$ cat src/rtl/shift_pkg.sv
// Shared types and helpers for the multi-cycle shift unit.
package shift_pkg;

    // Operation codes presented on in_op.
    typedef enum logic [1:0] {
        OP_SLL = 2'd0,
        OP_SRL = 2'd1,
        OP_SRA = 2'd2,
        OP_ROL = 2'd3
    } shift_op_t;

    // Control FSM states.
    typedef enum logic [1:0] {
        ST_IDLE  = 2'd0,
        ST_SHIFT = 2'd1,
        ST_DONE  = 2'd2
    } state_t;

    // Width of the shift-amount field for an operand of w bits (never below 1).
    function automatic int amt_width(input int w);
        return (w > 1) ? $clog2(w) : 1;
    endfunction

endpackage

$ cat src/rtl/shift_step.sv
// Combinational single-step shifter: shifts din by 0..STEP positions.
// Rotate support is compiled in only when SHIFT_UNIT_ROTATE_EN is defined;
// otherwise ROL falls through to the SLL path and no rotate logic exists.
module shift_step
    import shift_pkg::*;
#(
    parameter int WIDTH = 32,
    parameter int STEP  = 1,
    parameter int SW    = $clog2(STEP) + 1
) (
    input  logic [WIDTH-1:0] din,
    input  logic [SW-1:0]    amt,
    input  logic [1:0]       op,
    output logic [WIDTH-1:0] dout
);

    logic [WIDTH-1:0] cand [0:STEP];

    genvar gi;
    generate
        for (gi = 0; gi <= STEP; gi++) begin : g_cand
            if (gi == 0) begin : g_zero
                assign cand[gi] = din;
            end else begin : g_shift
`ifdef SHIFT_UNIT_ROTATE_EN
                logic [2*WIDTH-1:0] dbl;
                assign dbl = {din, din} << gi;
`endif
                // Candidate result for a fixed shift distance of gi.
                always_comb begin
                    cand[gi] = din << gi;
                    case (shift_op_t'(op))
                        OP_SRL:  cand[gi] = din >> gi;
                        OP_SRA:  cand[gi] = $signed(din) >>> gi;
`ifdef SHIFT_UNIT_ROTATE_EN
                        OP_ROL:  cand[gi] = dbl[2*WIDTH-1:WIDTH];
`endif
                        default: cand[gi] = din << gi;
                    endcase
                end
            end
        end
    endgenerate

    // Pick the candidate matching the requested distance (amt never exceeds STEP).
    always_comb begin
        dout = cand[amt];
    end

endmodule

$ cat src/rtl/shift_unit.sv
// Iterative shifter with valid/ready handshakes on both sides. The operand is
// shifted by up to STEP positions per cycle until the requested amount is used
// up. Optional rotate-left support: define SHIFT_UNIT_ROTATE_EN.
module shift_unit
    import shift_pkg::*;
#(
    parameter int WIDTH = 32,
    parameter int STEP  = 1
) (
    input  logic                        clk,
    input  logic                        rst,
    input  logic                        in_valid,
    output logic                        in_ready,
    input  logic [WIDTH-1:0]            in_data,
    input  logic [amt_width(WIDTH)-1:0] in_amt,
    input  logic [1:0]                  in_op,
    input  logic                        flush,
    output logic                        out_valid,
    input  logic                        out_ready,
    output logic [WIDTH-1:0]            out_data
);

    localparam int AW = amt_width(WIDTH);
    localparam int SW = $clog2(STEP) + 1;
    // One extra bit so STEP itself is representable even when STEP == WIDTH.
    localparam logic [AW:0] STEP_EXT = (AW+1)'(STEP);

    state_t            state_reg;
    logic [AW-1:0]     remaining_reg;
    logic [WIDTH-1:0]  data_reg;
    shift_op_t         op_reg;
    logic              in_ready_reg;
    logic              out_valid_reg;

    logic [AW:0]       rem_ext;
    logic [SW-1:0]     step_amt;
    logic [AW:0]       rem_next;
    logic [WIDTH-1:0]  step_out;

    // Distance for this cycle is min(STEP, remaining); remaining drops by the same.
    always_comb begin
        rem_ext = {1'b0, remaining_reg};
        if (rem_ext >= STEP_EXT) begin
            step_amt = SW'(STEP);
        end else begin
            step_amt = SW'(rem_ext);
        end
        rem_next = rem_ext - (AW+1)'(step_amt);
    end

    shift_step #(
        .WIDTH (WIDTH),
        .STEP  (STEP),
        .SW    (SW)
    ) u_step (
        .din   (data_reg),
        .amt   (step_amt),
        .op    (op_reg),
        .dout  (step_out)
    );

    // Control FSM with registered handshake outputs; flush beats everything but reset.
    always_ff @(posedge clk or posedge rst) begin
        if (rst) begin
            state_reg     <= ST_IDLE;
            remaining_reg <= '0;
            data_reg      <= '0;
            op_reg        <= OP_SLL;
            in_ready_reg  <= 1'b1;
            out_valid_reg <= 1'b0;
        end else if (flush) begin
            state_reg     <= ST_IDLE;
            remaining_reg <= '0;
            in_ready_reg  <= 1'b1;
            out_valid_reg <= 1'b0;
        end else begin
            case (state_reg)
                ST_IDLE: begin
                    if (in_valid) begin
                        data_reg      <= in_data;
                        op_reg        <= shift_op_t'(in_op);
                        remaining_reg <= in_amt;
                        in_ready_reg  <= 1'b0;
                        if (in_amt != '0) begin
                            state_reg <= ST_SHIFT;
                        end else begin
                            state_reg     <= ST_DONE;
                            out_valid_reg <= 1'b1;
                        end
                    end
                end
                ST_SHIFT: begin
                    data_reg      <= step_out;
                    remaining_reg <= rem_next[AW-1:0];
                    if (rem_next == '0) begin
                        state_reg     <= ST_DONE;
                        out_valid_reg <= 1'b1;
                    end
                end
                ST_DONE: begin
                    if (out_ready) begin
                        state_reg     <= ST_IDLE;
                        out_valid_reg <= 1'b0;
                        in_ready_reg  <= 1'b1;
                    end
                end
                default: begin
                    state_reg     <= ST_IDLE;
                    remaining_reg <= '0;
                    in_ready_reg  <= 1'b1;
                    out_valid_reg <= 1'b0;
                end
            endcase
        end
    end

    assign in_ready  = in_ready_reg;
    assign out_valid = out_valid_reg;
    assign out_data  = data_reg;

endmodule
$ cat config.mk
export PLATFORM = sky130hd
export DESIGN_NAME = shift_unit
export DESIGN_NICKNAME = d
export VERILOG_FILES = /design/src/rtl/shift_pkg.sv /design/src/rtl/shift_step.sv /design/src/rtl/shift_unit.sv
export SDC_FILE = /design/constraint.sdc
export NUM_CORES = 1
export LEC_CHECK = 0
export ABC_CLOCK_PERIOD_IN_PS = 1900
export CORE_UTILIZATION = 47
export DETAILED_ROUTE_END_ITERATION = 7
export PLACE_DENSITY = 0.82
export SLEW_MARGIN = 0
export SYNTH_ARGS = -nofsm -noshare
export SYNTH_HDL_FRONTEND = slang
export SYNTH_SLANG_ARGS = --single-unit
export TNS_END_PERCENT = 1
$ cat constraint.sdc
create_clock -name clk -period 1.9 [get_ports clk]
set_input_delay 0.38 -clock clk [delete_from_list [all_inputs] [get_ports clk]]
set_output_delay 0.38 -clock clk [all_outputs]
set_load 0.02 [all_outputs]
Word level (Yosys, flattened, before mapping)
Index checks and enable logic that the tools add are counted.

word-level totals
  register bits = 43
  bits in latches = 0
  RAM bits = 0
  bits in read-only memories = 0
  input port bits = 44
  logic and storage cells = 62
  memories = 0

cells by class
  add/sub/neg operators = 1
  multipliers = 0
  div/mod/pow operators = 0
  magnitude comparators = 2
  eq/ne operators = 13
  shift-type cells = 0
  multiplexer cells = 26
  bitwise gates (word level) = 2
  reduce and logical (&&, ||, !) cells = 11

operators by type and width
  operator                                                            count
  2-to-1 mux 32 bit                                                   4
  one-hot mux 32 bit (2 select lines)                                 2
  one-hot mux 5 bit (3 select lines)                                  1
  != test 3 bit (second input constant)                               4
  2-to-1 mux 2 bit                                                    5
  2-to-1 mux 5 bit                                                    2
  2-to-1 mux 1 bit                                                    9
  AND reduction 3 bit                                                 3
  != test 4 bit (second input constant)                               2
  AND reduction 4 bit                                                 2
  logical NOT 6 bit                                                   1
  != test 2 bit (second input constant)                               3
  one-hot mux 1 bit (3 select lines)                                  2
  one-hot mux 2 bit (3 select lines)                                  1
  subtractor 5 x 1 -> 6 bit                                           1
  greater-or-equal comparator 5 x 1 -> 1 bit (second input constant)  1
  AND reduction 5 bit                                                 1
  nonzero test 5 bit                                                  1
  == test 2 x 1 -> 1 bit (second input constant)                      2
  == test 2 bit (second input constant)                               2
  greater-or-equal comparator 2 bit (second input constant)           1
  logical NOT 2 bit                                                   1
  inverter 1 -> 2 bit                                                 1
  AND reduction 2 bit                                                 1
  other kinds (2)                                                     2

Longest topological paths before layout
  depth after elaboration = 7
  gate-level depth with buffers = 7
  gate-level depth less buffers = 7

Cells and area by module
Synthesis repeated with hierarchy kept, for this count alone.

unflattened totals
  cell total of the unflattened synthesis = 313
  area, all modules = 2900.3 um2

by module, submodules not included
  module      instances  cells an instance  area each (um2)
  shift_unit  1          230                2257.2
  shift_step  1          83                 643.1

Worst setup path after synthesis
OpenSTA, ideal clock, no wires.

  kind = register to register
  start point = register remaining_reg[3]
  end point = register out_valid_reg, in the netlist out_valid
  library setup time = 0.065 ns
  data arrival time = 1.652 ns
  slack = 0.183 ns
  cell stages (with the launch flop) = 8
  path through = dfrtp_1 nor2_1 a21oi_1 ha_1 xnor2_1 o2111ai_1 a221oi_1 o22a_1

between the ends
  longest elaborated chain between the ends = 6

ends and longest elaborated chain
  item                                        RTL line           RTL
  from (decl)                                 shift_unit.sv:29   logic [AW-1:0] remaining_reg;
  from (signal assigned)                      shift_unit.sv:82   remaining_reg <= in_amt;
  from (signal assigned)                      shift_unit.sv:94   remaining_reg <= rem_next[AW-1:0];
  greater-or-equal comparator 5 x 1 -> 1 bit  shift_unit.sv:43   if (rem_ext >= STEP_EXT) begin
  2-to-1 mux 1 bit                            shift_unit.sv:43
  subtractor 5 x 1 -> 6 bit (*)               shift_unit.sv:48   rem_next = rem_ext - (AW+1)'(step_amt);
  logical NOT 6 bit (*)                       shift_unit.sv:95   if (rem_next == '0) begin
  != test 3 bit (no line) (*)                 n/a
  AND reduction 4 bit (no line) (*)           n/a
  to (signal assigned)                        shift_unit.sv:97   out_valid_reg <= 1'b1;
  to (signal assigned)                        shift_unit.sv:103  out_valid_reg <= 1'b0;
  to (signal assigned)                        shift_unit.sv:111  out_valid_reg <= 1'b0;
  to (decl)                                   shift_unit.sv:33   logic out_valid_reg;

Every way passes the cells marked *; elsewhere a longest branch is shown, timed or not.
A chain may end at the register's enable or synchronous reset.

Worst setup path in the final report
  start point = register remaining_reg[1]
  end point = register out_valid_reg, in the netlist out_valid

Same word-level chain as after synthesis.

==> run_results.csv <==
group,metric,value,unit
sta,finalWorstSetupSlack,0.04954,ns
routing,num_vias,2242,
power,total_power,5155,µW
power,vdd_ir_drop_max,0.0007303,V
cells_and_area,largest_reg_flops,32,
sta,min_period_over_period,97.39,%
synthesis,ys_types,42,
routing,drcViolationCount,0,
synthesis,ys.flop_type,"dfrtp_1",
floorplan,num_io_pins,78,
worst_setup_path,required,2.14,ns
synthesis,ys_async_sr_fraction,100.0,%
power,p_sw,2006,µW
synthesis,synth_nets,273,
power,power_frac_comb,54.0,%
placement,dpl.hpwl,4452,µm
floorplan,die_width,76.33,µm
synthesis,synth-seq-area-share,41.49,%
sta,skew,0.008282,ns
power,pwr-share-clk,12.5,%
routing,post_drt_wl_per_cell,17.57,µm
clock_network,clock_path_buffers,2,
sta,fin_setup_tns,0,ns
global_routing,grt_max_degree,44,
floorplan,core_region_area,5205,µm²
sta,slew_headroom,55.10,%
clock_network,cts_tree,"built",
clock_network,clock_sinks,43,
cells_and_area,diodes,0,
power,power_frac_seq,33.6,%
synthesis,synth.cell_area,2596,µm²
floorplan,die_y,76.33,µm
global_routing,grt_overflow_total,0,
placement,place_ws,-0.2828,ns
worst_setup_path,ff2ff_setup_slack,0.05,ns
worst_setup_path,end_kind,"register",
sta,hold_viol,0,
run,maxCapViolCount,0,
floorplan,die_area,5826,µm²
hold_path,min_path_type,"in -> async",
routing,wirelength,6801,µm
power,p_leak,0.001719,µW
sta,holdWs,0.4084,ns
routing,ant_nets,0,
sta,fmax,540.4,MHz
power,switching_share,38.92,%
cells_and_area,nets,363,
clock_network,holdBufCountCts,0,
placement,place.port_buffers,77,
synthesis,avgSynthCellArea,11.49,µm²
cells_and_area,drive_gt1_share,22.40,%
power,p_int,3149,µW
synthesis,synth_edf_count,0,
clock_network,cts_setup_buffers,0,
sta,slew_viol_final,0,
cells_and_area,final_cell_area,3706,µm²
synthesis,ys.warnings.count,0,
floorplan,initial_core_util,49.88,%
worst_setup_path,crit_type,"reg -> reg",
synthesis,synth_cells,226,
sta,fin_crit,1.850,ns
global_routing,antenna_found_initial,0,
floorplan,placementRows,26,
sta,setup-violations-final,0,
placement,placed_cell_area,3546,µm²
global_routing,grt_pass1_vias,2154,
routing,drtIter0Drc,115,
power,power_density,1391,nW/µm²
worst_setup_path,start_kind,"register",
sta,worst_slew_pin_slew,0.6712,ns
global_routing,gr-usage-all-layers,23.69,%
clock_network,clk_latency,0.30,ns
global_routing,grt_pass1_wl,11000,µm
clock_network,cts_max_level,2,
placement,place_congestion,0.8340,
status,status,"complete, no violations",
worst_setup_path,worst-endpoint-arrival,2.09,ns
routing,firstDrtPassIters,4,
synthesis,synth_seq_cells,43,
routing,vias_per_cell,5.793,
worst_setup_path,critPathMaxFanout,4,
clock_network,path_clk_slew,0.08,ns
clock_network,root_buffer,"clkbuf_8",
cells_and_area,area_growth,42.75,%
clock_network,cts_made_buffers,5,
-- final cells by class --
type,count,area [µm²]
well taps,70,87.58
flip-flops and latches,43,1077
repair buffers,102,987.2
multi-input cells,158,1428
fillers,407,1499
inverters,6,22.52
clock inverters,1,7.507
clock buffers,7,96.34
-- layout by cell type, fill, tap and decap left out, drive strengths merged, types with 3 or more instances in the layout --
master,instances
clkdlybuf4s50,77
dfrtp,42
and3,31
mux2,31
a221o,30
buf,25
nor3,10
a21oi,7
clkbuf,7
o21ai,7
nor2,7
inv,5
nor2b,4
nand2,4
a22o,4
ha,3
-- Yosys cell counts (2+ instances only) --
cell / number / area [µm²]
dfrtp_1: 42 / 1051
and3_1: 31 / 193.9
a221o_1: 30 / 300.3
mux2_4: 20 / 300.3
mux2_1: 10 / 112.6
clkbuf_1: 8 / 30.03
a21oi_1: 7 / 35.03
buf_2: 6 / 30.03
inv_1: 6 / 22.52
nor2_1: 6 / 22.52
nor3_1: 6 / 30.03
buf_6: 4 / 45.04
nand2_1: 4 / 15.01
nor2b_1: 4 / 25.02
o21ai_1: 4 / 20.02
a22o_1: 3 / 26.28
ha_1: 3 / 37.54
nor3_2: 3 / 30.03
o21ai_0: 3 / 15.01
a211oi_1: 2 / 15.01
nand2b_1: 2 / 12.51
o2111ai_1: 2 / 17.52
-- cells by family after synthesis --
family,count (synthesis),share of synthesized area (%)
and+or+nand+nor,61,14.65
AOI/OAI and AO/OA,60,19.57
DFF,43,41.49
adders and majority gates,3,1.446
buffers and inverters,26,5.783
muxes,32,16.72
xor gates and xnor gates,1,0.3374
-- final timing paths --
check / startpoint / end / cells past startpoint
worst max-delay path: remaining_reg[1]$_DFFE_PP0P_ / out_valid$_DFFE_PP0P_ / 7
worst max register to register: remaining_reg[1]$_DFFE_PP0P_ / out_valid$_DFFE_PP0P_ / 7
max in group asynchronous: rst / in_ready$_DFFE_PP1P_ / 3
min in group clk: out_valid$_DFFE_PP0P_ / out_valid$_DFFE_PP0P_ / 1
worst min-delay path: rst / out_data[14]$_DFFE_PP0P_ / 3
worst min register to register: out_valid$_DFFE_PP0P_ / out_valid$_DFFE_PP0P_ / 1
-- critical path, cell delays in order (launching register included) --
cell and delay, ns:
dfrtp_1 0.43, nor2_2 0.15, a21oi_1 0.11, ha_1 0.23, xnor2_2 0.19, o2111ai_2 0.18, a221oi_2 0.32, o22a_1 0.18
-- routing by layer --
layer	vias up	GRT usage (%)	routed length, µm
met4	0	6.923	72
met3	8	4.311	280
li1	1063	-	-
met1	1112	30.94	2998
met5	-	0	0
met2	59	40.00	3450
-- through the flow --
stage | cells | util, %
after floorplan | 226 | -
after global placement | 378 | 68.13
after detailed placement | 378 | 68.13
after CTS | 387 | 70.67
after global routing | 387 | 71.20
final | 387 | 71.20
-- power by group through the flow --
stage | sequential [µW] | clock (µW) | combinational [µW]
finish | 1730 | 642 | 2780
global route | 1790 | 697 | 2950
CTS | 1720 | 657 | 2750
detailed placement | 1710 | 0 | 2680
global placement | 1720 | 0 | 2610
floorplan | 2060 | 0 | 1120
-- timing repair --
item                                    in CTS  in global routing
cloned                                       1                  0
hold endpoints to repair                     0                  0
endpoints found under the setup margin      33                 33
gates resized for setup                      4                  7
pin swaps                                    1                  5
Note: power is estimated with default switching activity, not from simulation.
